## src/rtl/pipe_run_pkg.sv

```systemverilog
// Shared types and default sizing for the pipeline run controller slice.
package pipe_run_pkg;

  localparam int WORD_SIZE_D = 32;
  localparam int ADDR_LEN_D  = 5;
  localparam int MEM_SIZE_D  = 32;
  localparam int INST_LEN_D  = 17;
  localparam int INST_CAP_D  = 5;
  localparam int CYCLE_W_D   = 16;

  localparam logic LD_SEL_DMEM = 1'b0;
  localparam logic LD_SEL_IMEM = 1'b1;

  typedef enum logic [2:0] {
    ST_IDLE,
    ST_LOAD,
    ST_RUN,
    ST_DUMP_RD,
    ST_DUMP_OUT,
    ST_DONE
  } state_e;

endpackage

```

## src/rtl/pipe_run_ctrl_dump.sv

```systemverilog
// Data memory dump streamer: walks addresses 0..MEM_SIZE-1 and presents each
// word on a valid/ready port, reporting advance/finished back to the parent FSM.
module mem_dump_streamer #(
  parameter int WORD_SIZE = 32,
  parameter int ADDR_LEN  = 5,
  parameter int MEM_SIZE  = 32
) (
  input  logic                 clk,
  input  logic                 rst,
  input  logic                 start_i,
  input  logic                 out_i,
  input  logic [WORD_SIZE-1:0] dmem_rdata_i,
  output logic [ADDR_LEN-1:0]  rd_addr_o,
  output logic                 dump_valid_o,
  input  logic                 dump_ready_i,
  output logic [ADDR_LEN-1:0]  dump_addr_o,
  output logic [WORD_SIZE-1:0] dump_data_o,
  output logic                 dump_last_o,
  output logic                 advance_o,
  output logic                 finished_o
);

  localparam logic [ADDR_LEN-1:0] LAST_ADDR = ADDR_LEN'(MEM_SIZE - 1);

  logic [ADDR_LEN-1:0]  ptr_q, ptr_d;
  logic [WORD_SIZE-1:0] data_q;
  logic                 held_q;
  logic                 hs, is_last;

  assign hs      = out_i && dump_ready_i;
  assign is_last = (ptr_q == LAST_ADDR);

  always_comb begin
    ptr_d = ptr_q;
    if (start_i)
      ptr_d = '0;
    else if (hs && !is_last)
      ptr_d = ptr_q + 1'b1;
  end

  // Read data arrives in the first output cycle; it is shown directly then and
  // held in data_q for any further stall cycles, keeping a 2-cycle word rate.
  always_ff @(posedge clk) begin
    if (rst) begin
      ptr_q  <= '0;
      data_q <= '0;
      held_q <= 1'b0;
    end else begin
      ptr_q  <= ptr_d;
      held_q <= out_i && !hs;
      if (out_i && !held_q)
        data_q <= dmem_rdata_i;
    end
  end

  assign rd_addr_o    = ptr_q;
  assign dump_valid_o = out_i;
  assign dump_addr_o  = out_i ? ptr_q : '0;
  assign dump_data_o  = !out_i ? '0 : (held_q ? data_q : dmem_rdata_i);
  assign dump_last_o  = out_i && is_last;
  assign advance_o    = hs && !is_last;
  assign finished_o   = hs && is_last;

endmodule

```

## src/rtl/pipe_run_ctrl.sv

```systemverilog
// Run controller: loads imem/dmem with the core held in reset, runs the core for
// a cycle budget or until halt, then streams all of data memory out.
module pipe_run_ctrl
  import pipe_run_pkg::*;
#(
  parameter int WORD_SIZE = WORD_SIZE_D,
  parameter int ADDR_LEN  = ADDR_LEN_D,
  parameter int MEM_SIZE  = MEM_SIZE_D,
  parameter int INST_LEN  = INST_LEN_D,
  parameter int INST_CAP  = INST_CAP_D,
  parameter int CYCLE_W   = CYCLE_W_D
) (
  input  logic                 clk,
  input  logic                 rst,
  input  logic                 start,
  input  logic [CYCLE_W-1:0]   run_cycles,
  input  logic                 ld_valid,
  output logic                 ld_ready,
  input  logic                 ld_sel,
  input  logic [ADDR_LEN-1:0]  ld_addr,
  input  logic [WORD_SIZE-1:0] ld_data,
  input  logic                 ld_last,
  output logic                 ld_err,
  output logic                 core_rstn,
  input  logic                 core_halt,
  output logic                 dmem_we,
  output logic [ADDR_LEN-1:0]  dmem_addr,
  output logic [WORD_SIZE-1:0] dmem_wdata,
  input  logic [WORD_SIZE-1:0] dmem_rdata,
  output logic                 imem_we,
  output logic [ADDR_LEN-1:0]  imem_addr,
  output logic [INST_LEN-1:0]  imem_wdata,
  output logic                 dump_valid,
  input  logic                 dump_ready,
  output logic [ADDR_LEN-1:0]  dump_addr,
  output logic [WORD_SIZE-1:0] dump_data,
  output logic                 dump_last,
  output logic                 busy,
  output logic                 done,
  output logic                 timeout,
  output logic [CYCLE_W-1:0]   cycles_run
);

  state_e               state_q, state_d;
  logic [CYCLE_W-1:0]   budget_q, budget_d;
  logic [CYCLE_W-1:0]   cnt_q, cnt_d, cnt_inc;
  logic [CYCLE_W-1:0]   cycles_run_q, cycles_run_d;
  logic                 timeout_q, timeout_d;
  logic                 ld_err_q, ld_err_d;
  logic                 ld_hs, addr_ok, dump_start;
  logic [ADDR_LEN-1:0]  rd_addr;
  logic                 advance, finished;

  always_comb begin
    state_d      = state_q;
    budget_d     = budget_q;
    cnt_d        = cnt_q;
    cycles_run_d = cycles_run_q;
    timeout_d    = timeout_q;
    ld_err_d     = ld_err_q;
    cnt_inc      = cnt_q + 1'b1;
    ld_ready     = 1'b0;
    ld_hs        = 1'b0;
    addr_ok      = 1'b0;
    core_rstn    = 1'b0;
    dmem_we      = 1'b0;
    imem_we      = 1'b0;
    dmem_addr    = '0;
    dmem_wdata   = '0;
    imem_addr    = '0;
    imem_wdata   = '0;
    dump_start   = 1'b0;
    case (state_q)
      ST_IDLE, ST_DONE: begin
        if (start) begin
          state_d      = ST_LOAD;
          budget_d     = run_cycles;
          timeout_d    = 1'b0;
          ld_err_d     = 1'b0;
          cycles_run_d = '0;
        end
      end
      ST_LOAD: begin
        // ld_ready drops in the reset cycle so no write can slip out.
        ld_ready   = !rst;
        ld_hs      = ld_valid && !rst;
        dmem_addr  = ld_addr;
        dmem_wdata = ld_data;
        imem_addr  = ld_addr;
        imem_wdata = ld_data[INST_LEN-1:0];
        addr_ok    = (ld_sel == LD_SEL_IMEM) ? (int'(ld_addr) < INST_CAP)
                                             : (int'(ld_addr) < MEM_SIZE);
        if (ld_hs) begin
          if (addr_ok) begin
            dmem_we = (ld_sel == LD_SEL_DMEM);
            imem_we = (ld_sel == LD_SEL_IMEM);
          end else begin
            ld_err_d = 1'b1;
          end
          if (ld_last) begin
            cnt_d = '0;
            if (budget_q == '0) begin
              state_d      = ST_DUMP_RD;
              timeout_d    = 1'b1;
              cycles_run_d = '0;
              dump_start   = 1'b1;
            end else begin
              state_d = ST_RUN;
            end
          end
        end
      end
      ST_RUN: begin
        core_rstn = 1'b1;
        cnt_d     = cnt_inc;
        if (core_halt || (cnt_inc == budget_q)) begin
          state_d      = ST_DUMP_RD;
          timeout_d    = !core_halt;
          cycles_run_d = cnt_inc;
          dump_start   = 1'b1;
        end
      end
      ST_DUMP_RD: begin
        dmem_addr = rd_addr;
        state_d   = ST_DUMP_OUT;
      end
      ST_DUMP_OUT: begin
        dmem_addr = rd_addr;
        if (finished)
          state_d = ST_DONE;
        else if (advance)
          state_d = ST_DUMP_RD;
      end
      default: state_d = ST_IDLE;
    endcase
  end

  always_ff @(posedge clk) begin
    if (rst) begin
      state_q      <= ST_IDLE;
      budget_q     <= '0;
      cnt_q        <= '0;
      cycles_run_q <= '0;
      timeout_q    <= 1'b0;
      ld_err_q     <= 1'b0;
    end else begin
      state_q      <= state_d;
      budget_q     <= budget_d;
      cnt_q        <= cnt_d;
      cycles_run_q <= cycles_run_d;
      timeout_q    <= timeout_d;
      ld_err_q     <= ld_err_d;
    end
  end

  mem_dump_streamer #(
    .WORD_SIZE (WORD_SIZE),
    .ADDR_LEN  (ADDR_LEN),
    .MEM_SIZE  (MEM_SIZE)
  ) u_dump (
    .clk          (clk),
    .rst          (rst),
    .start_i      (dump_start),
    .out_i        (state_q == ST_DUMP_OUT),
    .dmem_rdata_i (dmem_rdata),
    .rd_addr_o    (rd_addr),
    .dump_valid_o (dump_valid),
    .dump_ready_i (dump_ready),
    .dump_addr_o  (dump_addr),
    .dump_data_o  (dump_data),
    .dump_last_o  (dump_last),
    .advance_o    (advance),
    .finished_o   (finished)
  );

  assign busy       = (state_q != ST_IDLE) && (state_q != ST_DONE);
  assign done       = (state_q == ST_DONE);
  assign timeout    = timeout_q;
  assign ld_err     = ld_err_q;
  assign cycles_run = cycles_run_q;

endmodule
```

## config.mk

```make
export PLATFORM = sky130hd
export DESIGN_NAME = pipe_run_ctrl
export DESIGN_NICKNAME = d
export VERILOG_FILES = /design/src/rtl/pipe_run_pkg.sv /design/src/rtl/pipe_run_ctrl_dump.sv /design/src/rtl/pipe_run_ctrl.sv
export SDC_FILE = /design/constraint.sdc
export NUM_CORES = 1
export LEC_CHECK = 0
export ABC_AREA = 1
export ABC_CLOCK_PERIOD_IN_PS = 2500
export CAP_MARGIN = 20
export CORE_AREA = 3 3 120 110
export DETAILED_ROUTE_END_ITERATION = 8
export DIE_AREA = 0 0 123 113
export PLACE_DENSITY = 0.86
export SYNTH_ARGS = -nofsm -noshare
export SYNTH_HDL_FRONTEND = slang
export SYNTH_SLANG_ARGS = --single-unit
```

## constraint.sdc

```tcl
create_clock -name clk -period 2.5 [get_ports clk]
set_input_delay 0.375 -clock clk [delete_from_list [all_inputs] [get_ports clk]]
set_output_delay 0.375 -clock clk [all_outputs]
set_load 0.02 [all_outputs]
```

==> results.txt <==
----------------------------------------------------
[Route]
  Number of routed nets with antenna violations ... 0
  Routed wire per std cell ... 14.1 um
  Residual DRC ... 0
  Count of TritonRoute iterations in the first routing pass ... 5
  Number of vias in the routed layout ... 6,004
  Number of vias per cell after detailed routing ... 4.97
  Final Routed Wirelength ... 17,000 um
  DRT iter0 DRCs ... 446

[Yosys]
  Instance count of the mapped netlist ... 850
  Mapped Nets ... 946
  Multiplexer share of the synthesized area ... 0%
  Number of warning messages in the yosys log ... 0
  Share of the synthesized area in compound gates (AO/OA/AOI/OAI) ... 9.90%
  Number of flip-flops and latches in the synthesized netlist ... 91
  Fraction of synthesis flops using an asynchronous set or reset pin ... 0%
  Xor-xnor portion of the synthesized cell area ... 1.00%
  Netlist area before placement ... 5240 um2
  Distinct cell type count of the synthesized netlist ... 32
  Fraction of the mapped netlist area in simple logic gates ... 39.1%
  Number of synthesized flops with an enable pin ... 0
  Mean instance size in the synthesized netlist ... 6.17 um2
  Most instantiated flip-flop cell in the synthesis netlist ... dfxtp_1
  Main combinational cell family by area after synthesis ... simple AND/OR/NAND/NOR gates
  Seq/Total Area, Yosys ... 34.7%
  Area share of fa/ha/maj cells after synthesis ... 0.716%

[GRT]
  Total global routing overflow ... 0
  Vias in the first global route ... 5,154
  Number of antenna violations at the first check in global routing ... 4
  First-pass GRT wire length ... 25,700 um
  Largest net degree at the start of global routing ... 52
  GRT Overall Usage ... 23.0%

[Pwr]
  Power density normalized to cell area ... 902 nW/um2
  Leakage power summed over all cells ... 4.02 nW
  Final total power ... 6.97 mW
  Peak supply drop ... 0.467 mV

[Die]
  Die area ... 13,900 um2
  Y dimension of the die ... 113 um
  Total number of placement rows ... 38
  Boundary pin count ... 215
  Width of the die ... 123 um
  Area of the core region ... 12,000 um2
  Initial cell density of the core ... 43.6%

[CTS]
  Clk_lat worst skew ... 0.34 ns
  CTS tree ... yes
  Cts-stage hold buffer count ... 0
  Buffer levels on the longest clock path ... 2
  Sink count of the clock tree ... 91
  Num CTS Buffers ... 9
  Post-CTS setup buffer count ... 0
  Buffer type at the clock tree root ... clkbuf_16
  Count of H-tree levels built during CTS ... 3
  CTS clock-pin slew for the worst setup and hold paths ... 0.07 ns

[Finish]
  Final instance area ... 7730 um2
  End-of-flow core utilization ... 64.2%
  Post-layout instance count excluding filler cells ... 1,208
  Final layout net count ... 1,136
  Share of final-layout standard cells stronger than drive strength 1 ... 7.38%
  Area grow syn2layout ... 47.4%

[Critical path]
  Worst Path Class, Setup ... reg -> out
  Critical path required time ... 2.12 ns
  FF-to-FF path depth ... 17
  Arrival @ worst endpoint ... 2.04 ns
  Top fanout value on the critical path ... 35
  CP Capture Type ... primary output
  Element type at the critical path start ... register

[Timing]
  Hold WS ... 0.464 ns
  Final Max Slew Viols ... 0
  Final setup margin ... 0.0823 ns
  Maximum operating frequency ... 414 MHz
  Setup repair after global routing missed its margin ... no
  Final critical-path share of the clock period ... 96.7%
  Slew @ Worst Pin ... 0.580 ns
  Final total negative setup slack ... 0 ns
  Worst-case headroom to the max-slew limit ... 61.3%
  Final Hold Violating Endpoints ... 0
  Final-report setup violation count ... 0
  Worst clock skew ... 0.00762 ns
  Shortest clock period the worst path allows after layout ... 2.42 ns

[Status]
  Outcome ... completed

[Hold path]
  Min-delay worst type ... reg -> reg
  Number of stages on the worst hold path ... 2

[Job]
  Max-cap check violation count ... 0

[Placement]
  Gp weighted congestion ... 0.927
  Placement-stage worst setup slack ... 0.0816 ns
  DPL Wire Length ... 12,900 um
  Placed inst area ... 7470 um2
  Cell total after placement ... 1,188
  Port buffer count ... 214

----------------------------------------------------
cell usage in the layout, fill, tap and decap left out, drive strengths merged, types with 4 or more instances in the layout:
cell type	count
dfxtp	91
o22ai	6
buf	18
dlymetal6s2s	19
inv	130
clkinv	4
xor2	6
clkbuf	9
nor2	103
nor3	6
nand2	249
nor4	5
a21oi	68
o21ai	25
nand3	78
nand4	24
dlygate4sd2	75
diode	4
clkdlybuf4s50	118
state kept, by name, summed over array words and instances (netlist names), 3 cells and up:
name	count
u_dump.data_q	32
cycles_run	16
u_dump.rd_addr_o	5
state_q	3
budget_q	16
cnt_q	16
cells by family (layout without fill, tap and decap cells):
family / after synthesis / count (layout)
AND/OR/NAND/NOR: 467 / 468
buffers and inverters: 183 / 376
AO/OA/AOI/OAI: 100 / 100
flip-flops: 91 / 91
XOR/XNOR: 6 / 6
adder cells (fa/ha/maj): 3 / 3
other: 0 / 4
area by class of cell:
| type | instances | area, um2 |
|---|---|---|
| antenna | 4 | 10.0 |
| sequential | 91 | 1820 |
| inverter | 130 | 488 |
| clock buffer | 9 | 225 |
| multi-input combinational | 577 | 2690 |
| fill | 1127 | 4300 |
| tap | 160 | 200 |
| clock inverter | 6 | 42.5 |
| timing repair buffer | 231 | 2250 |
routing by layer:
layer	track usage, %	wire (um)	vias up
met3	3.55	1270	35
met4	9.37	492	0
met2	38.9	8320	260
met1	29.2	6900	2672
met5	0	0	-
li1	-	-	3037
power breakdown:
part / internal, mW / switching [mW]
Clock: 0.670 / 0.585
Combinational: 1.43 / 2.32
Sequential: 1.76 / 0.202
Total: 3.86 / 3.11
what timing repair did:
| item | 4_1_cts | 5_1_grt |
|---|---|---|
| gates resized for setup | 76 | 26 |
| pin swaps | 0 | 1 |
| endpoints found under the setup margin | 78 | 42 |
| cloned | 0 | 1 |
cell usage after synthesis, types with 3 or more instances:
| cell type | number | area, um2 |
|---|---|---|
| a21oi_1 | 67 | 335 |
| buf_1 | 3 | 11.3 |
| buf_2 | 4 | 20.0 |
| buf_4 | 17 | 128 |
| clkbuf_1 | 28 | 105 |
| dfxtp_1 | 91 | 1820 |
| ha_1 | 3 | 37.5 |
| inv_1 | 116 | 435 |
| inv_2 | 13 | 48.8 |
| nand2_1 | 238 | 893 |
| nand2_2 | 11 | 68.8 |
| nand3_1 | 73 | 365 |
| nand4_1 | 24 | 150 |
| nor2_1 | 96 | 360 |
| nor2_4 | 5 | 56.3 |
| nor3_1 | 5 | 25.0 |
| nor4_1 | 5 | 31.3 |
| o21ai_0 | 22 | 110 |
| o22ai_1 | 6 | 37.5 |
| xor2_1 | 6 | 52.6 |
critical path, stage by stage, from the launching register on:
cell,delay [ns]
dfxtp_1,0.31
buf_4,0.14
nor3_4,0.17
buf_4,0.37
clkdlybuf4s50_1,0.69
final timing paths:
path | startpoint | endpoint | slack, ns
hold reg to reg | u_dump.data_q[11]$_SDFFE_PP0P_ | u_dump.data_q[11]$_SDFFE_PP0P_ | 0.46
setup / recovery | state_q[0]$_SDFFE_PP0P_ | dump_valid | 0.08
hold / removal | u_dump.data_q[11]$_SDFFE_PP0P_ | u_dump.data_q[11]$_SDFFE_PP0P_ | 0.46
setup reg to reg | cnt_q[1]$_SDFFE_PP0P_ | cycles_run[11]$_SDFFE_PP0P_ | 0.24
Power figures use the tool's default switching activity.
==> patch 1: new RTL, same settings <==
Encoding of `state_e`: now one-hot (6 bits for 6 states).
--- a/src/rtl/pipe_run_pkg.sv
+++ b/src/rtl/pipe_run_pkg.sv
@@ -13,9 +13,9 @@
 
-  typedef enum logic [2:0] {
-    ST_IDLE,
-    ST_LOAD,
-    ST_RUN,
-    ST_DUMP_RD,
-    ST_DUMP_OUT,
-    ST_DONE
+  typedef enum logic [5:0] {
+    ST_IDLE     = 6'b000001,
+    ST_LOAD     = 6'b000010,
+    ST_RUN      = 6'b000100,
+    ST_DUMP_RD  = 6'b001000,
+    ST_DUMP_OUT = 6'b010000,
+    ST_DONE     = 6'b100000
   } state_e;
Function: no difference found for any inputs over 4 cycles, from zero or initial values and one cycle with rst high; so few cycles prove little.
==> patch 1 against the original RTL <==
- first-iteration DRC count grew 18%
- setup slack improved by 0.0010 ns
- via count grew 2.2%
- routed wire length rose by 4.8%
- clock skew is 0.0014 ns lower
- area after synthesis increased by 1.2%
- fmax is essentially flat
- final area is 2.4% higher
- non-clock buffer count is 7 higher
- sequential cell count is 3 higher
Power is not compared: it rests on default switching activity, and its combinational part moved more than twofold at a synthesized area within 25%.
==> patch 1: results (changes against the original RTL) <==
* Post-Synth XOR/XNOR Area at 0.01439 (+0.004365)
* Status: finished, final reports clean
* Via density at 5.049 (+1.6%)
* Share of post-route cells with drive strength above 1 at 0.08642 (+0.01266)
* Dpl cell area at 0.007535 mm^2 (+0.90%)
* Seq/Total Area, Yosys at 0.3547 (+0.007306)
* Synthesized Nets at 951 (+0.53%)
* Grt met2 use at 0.4179 (+0.02878)
* Filler cells at 1084 (-3.8%)
* Clock skew at 0.006175 ns (-0.001447 ns)
* Met3 WL at 1.545 mm (+22%)
* CP max stage delay at 0.62 ns (-0.07 ns)
* Largest net degree at the start of global routing at 35 (-33%)
* Post-DP HPWL at 13.22 mm (+2.3%)
* Cell variety after synth at 35 (+9.4%)
* GRT Util Overall at 0.2363 (+0.006311)
* 1st-pass router iterations at 6 (+1)
* WL per Instance at 14.63 um (+4.1%)
* Vias in the first global route at 5435 (+5.5%)
* DR iter-0 viols at 526 (+18%)
* Post-CTS Resized at 142 (+87%)
* Crit-path max FO at 17 (-51%)
* Top cells by area, synth: dfxtp_1 (35%), nand2_1 (17%), inv_1 (9.0%), nor2_1 (7.0%), a21oi_1 (6.6%)
* Initial antenna violation count at 3 (-1)
* Global-route wire length before repair at 26.59 mm (+3.3%)
* Adder-cell share of the synthesized area at 0.007075 (-0.00008272)
* Met1 Use GR at 0.2860 (-0.006082)
* DRT met1 WL at 7.063 mm (+2.4%)
patch 1: cell types whose count changed after synthesis, moves of 4 or more:
cell and change:
inv_2 -12, inv_1 +11, nand2_2 -9, nand2_1 +7
nand3_1 -7, nor2_4 -5, clkbuf_1 +4
patch 1: worst paths after layout:
kind / start / to / slack (ns) / depth (start not counted)
max: state_q[5]$_SDFFE_PP0P_ / imem_addr[4] / 0.08 / 5
min: u_dump.data_q[16]$_SDFFE_PP0P_ / u_dump.data_q[16]$_SDFFE_PP0P_ / 0.46 / 2
max reg2reg: cnt_q[1]$_SDFFE_PP0P_ / u_dump.rd_addr_o[3]$_SDFFE_PP0P_ / 0.12 / 15
min reg2reg: u_dump.data_q[16]$_SDFFE_PP0P_ / u_dump.data_q[16]$_SDFFE_PP0P_ / 0.46 / 2
patch 1: layout make-up:
class / instances / area (um^2) / area share
repair buffers: 238 / 2291 / 0.2896
well taps: 160 / 200.2 / 0.02530
flip-flops and latches: 94 / 1883 / 0.2380
diodes: 3 / 7.507 / 0.0009489
clock inverters: 4 / 97.59 / 0.01234
clock buffers: 10 / 229.0 / 0.02894
inverters: 129 / 484.2 / 0.06121
multi-input cells: 578 / 2719 / 0.3437
patch 1: per-stage QoR:
stage / setup WS (ns) / std cells / power (mW) / hold WS [ns]
2_1_floorplan: 0.3861 / 855 / 2.384 / 0.4417
3_3_place_gp: 0.1378 / 1192 / 2.861 / 0.4486
3_5_place_dp: 0.07123 / 1192 / 2.881 / 0.4561
4_1_cts: -0.1309 / 1206 / 4.389 / 0.4650
5_1_grt: -0.05144 / 1216 / 4.608 / 0.4810
6_report: 0.08332 / 1216 / 4.404 / 0.4624
==> patch 2: new RTL, same settings <==
Without the edit above. Set the package constant `ADDR_LEN_D` to 10 (it was 5).
--- a/src/rtl/pipe_run_pkg.sv
+++ b/src/rtl/pipe_run_pkg.sv
@@ -4,3 +4,3 @@
   localparam int WORD_SIZE_D = 32;
-  localparam int ADDR_LEN_D  = 5;
+  localparam int ADDR_LEN_D  = 10;
   localparam int MEM_SIZE_D  = 32;
Ports: changed (resized dmem_addr, dump_addr, imem_addr and ld_addr); port bits go from 215 to 235. The function was not compared with the original's and may differ.
==> patch 2 against the original RTL <==
- setup slack better by 0.079 ns
- final area up 6.8%
- power up 3.3%
- sequential power up 4%
- area after synthesis up 6.1%
- sequential cell count up 5
- routed wire length up 4.0%
==> patch 2: results (changes against the original RTL) <==
* Vias at 6314 (+5.2%)
* Commonest cells in the netlist: nand2_1 (237), inv_1 (138), nor2_1 (120)
* Met1 Use GR at 0.2841 (-0.007998)
* WL per Instance at 13.87 um (-1.3%)
* Layout Nets at 1207 (+6.3%)
* Share of post-route cells with drive strength above 1 at 0.06205 (-0.01170)
* Status: finished, final reports clean
* Crit-path max FO at 46 (+31%)
* Synthesized Nets at 1002 (+5.9%)
* Beginning of the worst hold path: u_dump.data_q[22]$_SDFFE_PP0P_
* Critical Path AT at 1.96 ns (-0.08 ns)
* Vias in the first global route at 5769 (+12%)
* Top cells by area, synth: dfxtp_1 (35%), nand2_1 (16%), inv_1 (9.3%), nor2_1 (8.1%), nand3_1 (6.1%)
* Global-route wire length before repair at 27.30 mm (+6.1%)
* Clock skew at 0.009245 ns (+0.001623 ns)
* Final Hold Fails at 0 (unchanged)
* R2r worst-path depth at 15 (-2)
* PortBufs at 234 (+9.3%)
* GP Congestion at 0.8708 (-6.1%)
* Worst slew margin relative to its limit at 0.3359 (-0.2773)
* Placed cells at 1255 (+5.6%)
* Post-Syn Instances at 902 (+6.1%)
* Leakage power at 4.409 nW (+9.6%)
* Initial antenna violation count at 1 (-3)
* Worst VDD drop at 520.6 uV (+11%)
* Met3 Use GR at 0.05447 (+0.01899)
* FF-to-FF End: cycles_run[5]$_SDFFE_PP0P_
* Grt met2 use at 0.4368 (+0.04772)
* Wirelength, routed at 17.66 mm (+4.0%)
* DR iter-0 viols at 500 (+12%)
* Hold crit path type: flop to flop
* Filler cells at 1043 (-7.5%)
* R2r startpoint: cnt_q[0]$_SDFFE_PP0P_
* Worst Setup EP: dmem_wdata[12]
* Post-DP HPWL at 13.30 mm (+2.9%)
* R2r setup slk at 0.26 ns (+0.02 ns)
* Setup bufs post-CTS at 0 (unchanged)
* Cell variety after synth at 34 (+6.3%)
* GRT Util Overall at 0.2415 (+0.01153)
* Largest net degree at the start of global routing at 52 (unchanged)
* Seq/Total Area, Yosys at 0.3455 (-0.001932)
patch 2: cell count changes after synthesis, sizes merged, moves of 3 or more:
cell	unedited run	this run
nand3	77	73
inv	129	139
nor2	103	124
o22ai	6	11
xor2	6	11
dfxtp	91	96
buf	25	32
nor3	6	9
patch 2: stage by stage:
stage	hold WS (ns)	worst slack [ns]	power [mW]	setup TNS, ns	cell area, um^2
floorplan	0.4417	0.3808	4.599	0	5563
global placement	0.4491	-0.02892	6.038	-0.02892	7964
detailed placement	0.4509	-0.06157	6.110	-0.06157	7964
CTS	0.4640	0.002171	7.180	0	8147
global route	0.4800	-0.02317	7.720	-0.09321	8253
finish	0.4642	0.1614	7.201	0	8253
patch 2: kinds of logic (layout without fill, tap and decap cells):
kind of cell	Yosys count	in the layout	synth area share
flops	96	96	0.3455
simple gates	488	489	0.3783
fa+ha+maj	2	2	0.004498
xor+xnor	12	12	0.02137
other cells	0	1	0
buf+inv	199	408	0.1498
compound gates	105	105	0.1005
patch 2: worst max-delay path, stage by stage (launching register included):
cell and delay [ns]:
dfxtp_1 0.36, inv_1 0.08, nor2_1 0.13, inv_1 0.08, nor2_1 0.13, inv_1 0.10, buf_12 0.19, nor2_1 0.17
dlygate4sd2_1 0.36
patch 2: worst min-delay path by stage:
stage | cells after the start | end
2_1_floorplan | 2 | u_dump.data_q[0]$_SDFFE_PP0P_
3_3_place_gp | 2 | u_dump.data_q[3]$_SDFFE_PP0P_
3_5_place_dp | 2 | ld_err$_SDFFE_PP0P_
4_1_cts | 2 | u_dump.data_q[5]$_SDFFE_PP0P_
5_1_grt | 2 | u_dump.data_q[3]$_SDFFE_PP0P_
6_report | 2 | u_dump.data_q[22]$_SDFFE_PP0P_
patch 2: area by class of cell:
| class | instances | area share |
|---|---|---|
| diodes | 1 | 0.0003032 |
| clock buffers | 10 | 0.02774 |
| clock inverters | 6 | 0.005306 |
| inverters | 141 | 0.06428 |
| multi-input cells | 608 | 0.3454 |
| flip-flops and latches | 96 | 0.2330 |
| well taps | 160 | 0.02426 |
| repair buffers | 251 | 0.2997 |
patch 2: per-layer routing:
layer	routed length, um	vias to the layer above
li1	-	3218
met1	7198	2865
met2	8896	205
met3	1238	26
met4	325	0
met5	0	-
patch 2: where the power goes:
part / total (mW) / internal (mW) / switching, mW
registers: 2.04 / 1.84 / 0.199
logic: 3.88 / 1.47 / 2.42
clock network: 1.28 / 0.678 / 0.598
patch 2: timing repair:
item | in CTS | in global routing
gates resized for setup | 74 | 53
setup endpoints to repair | 73 | 72
gates cloned | 0 | 1
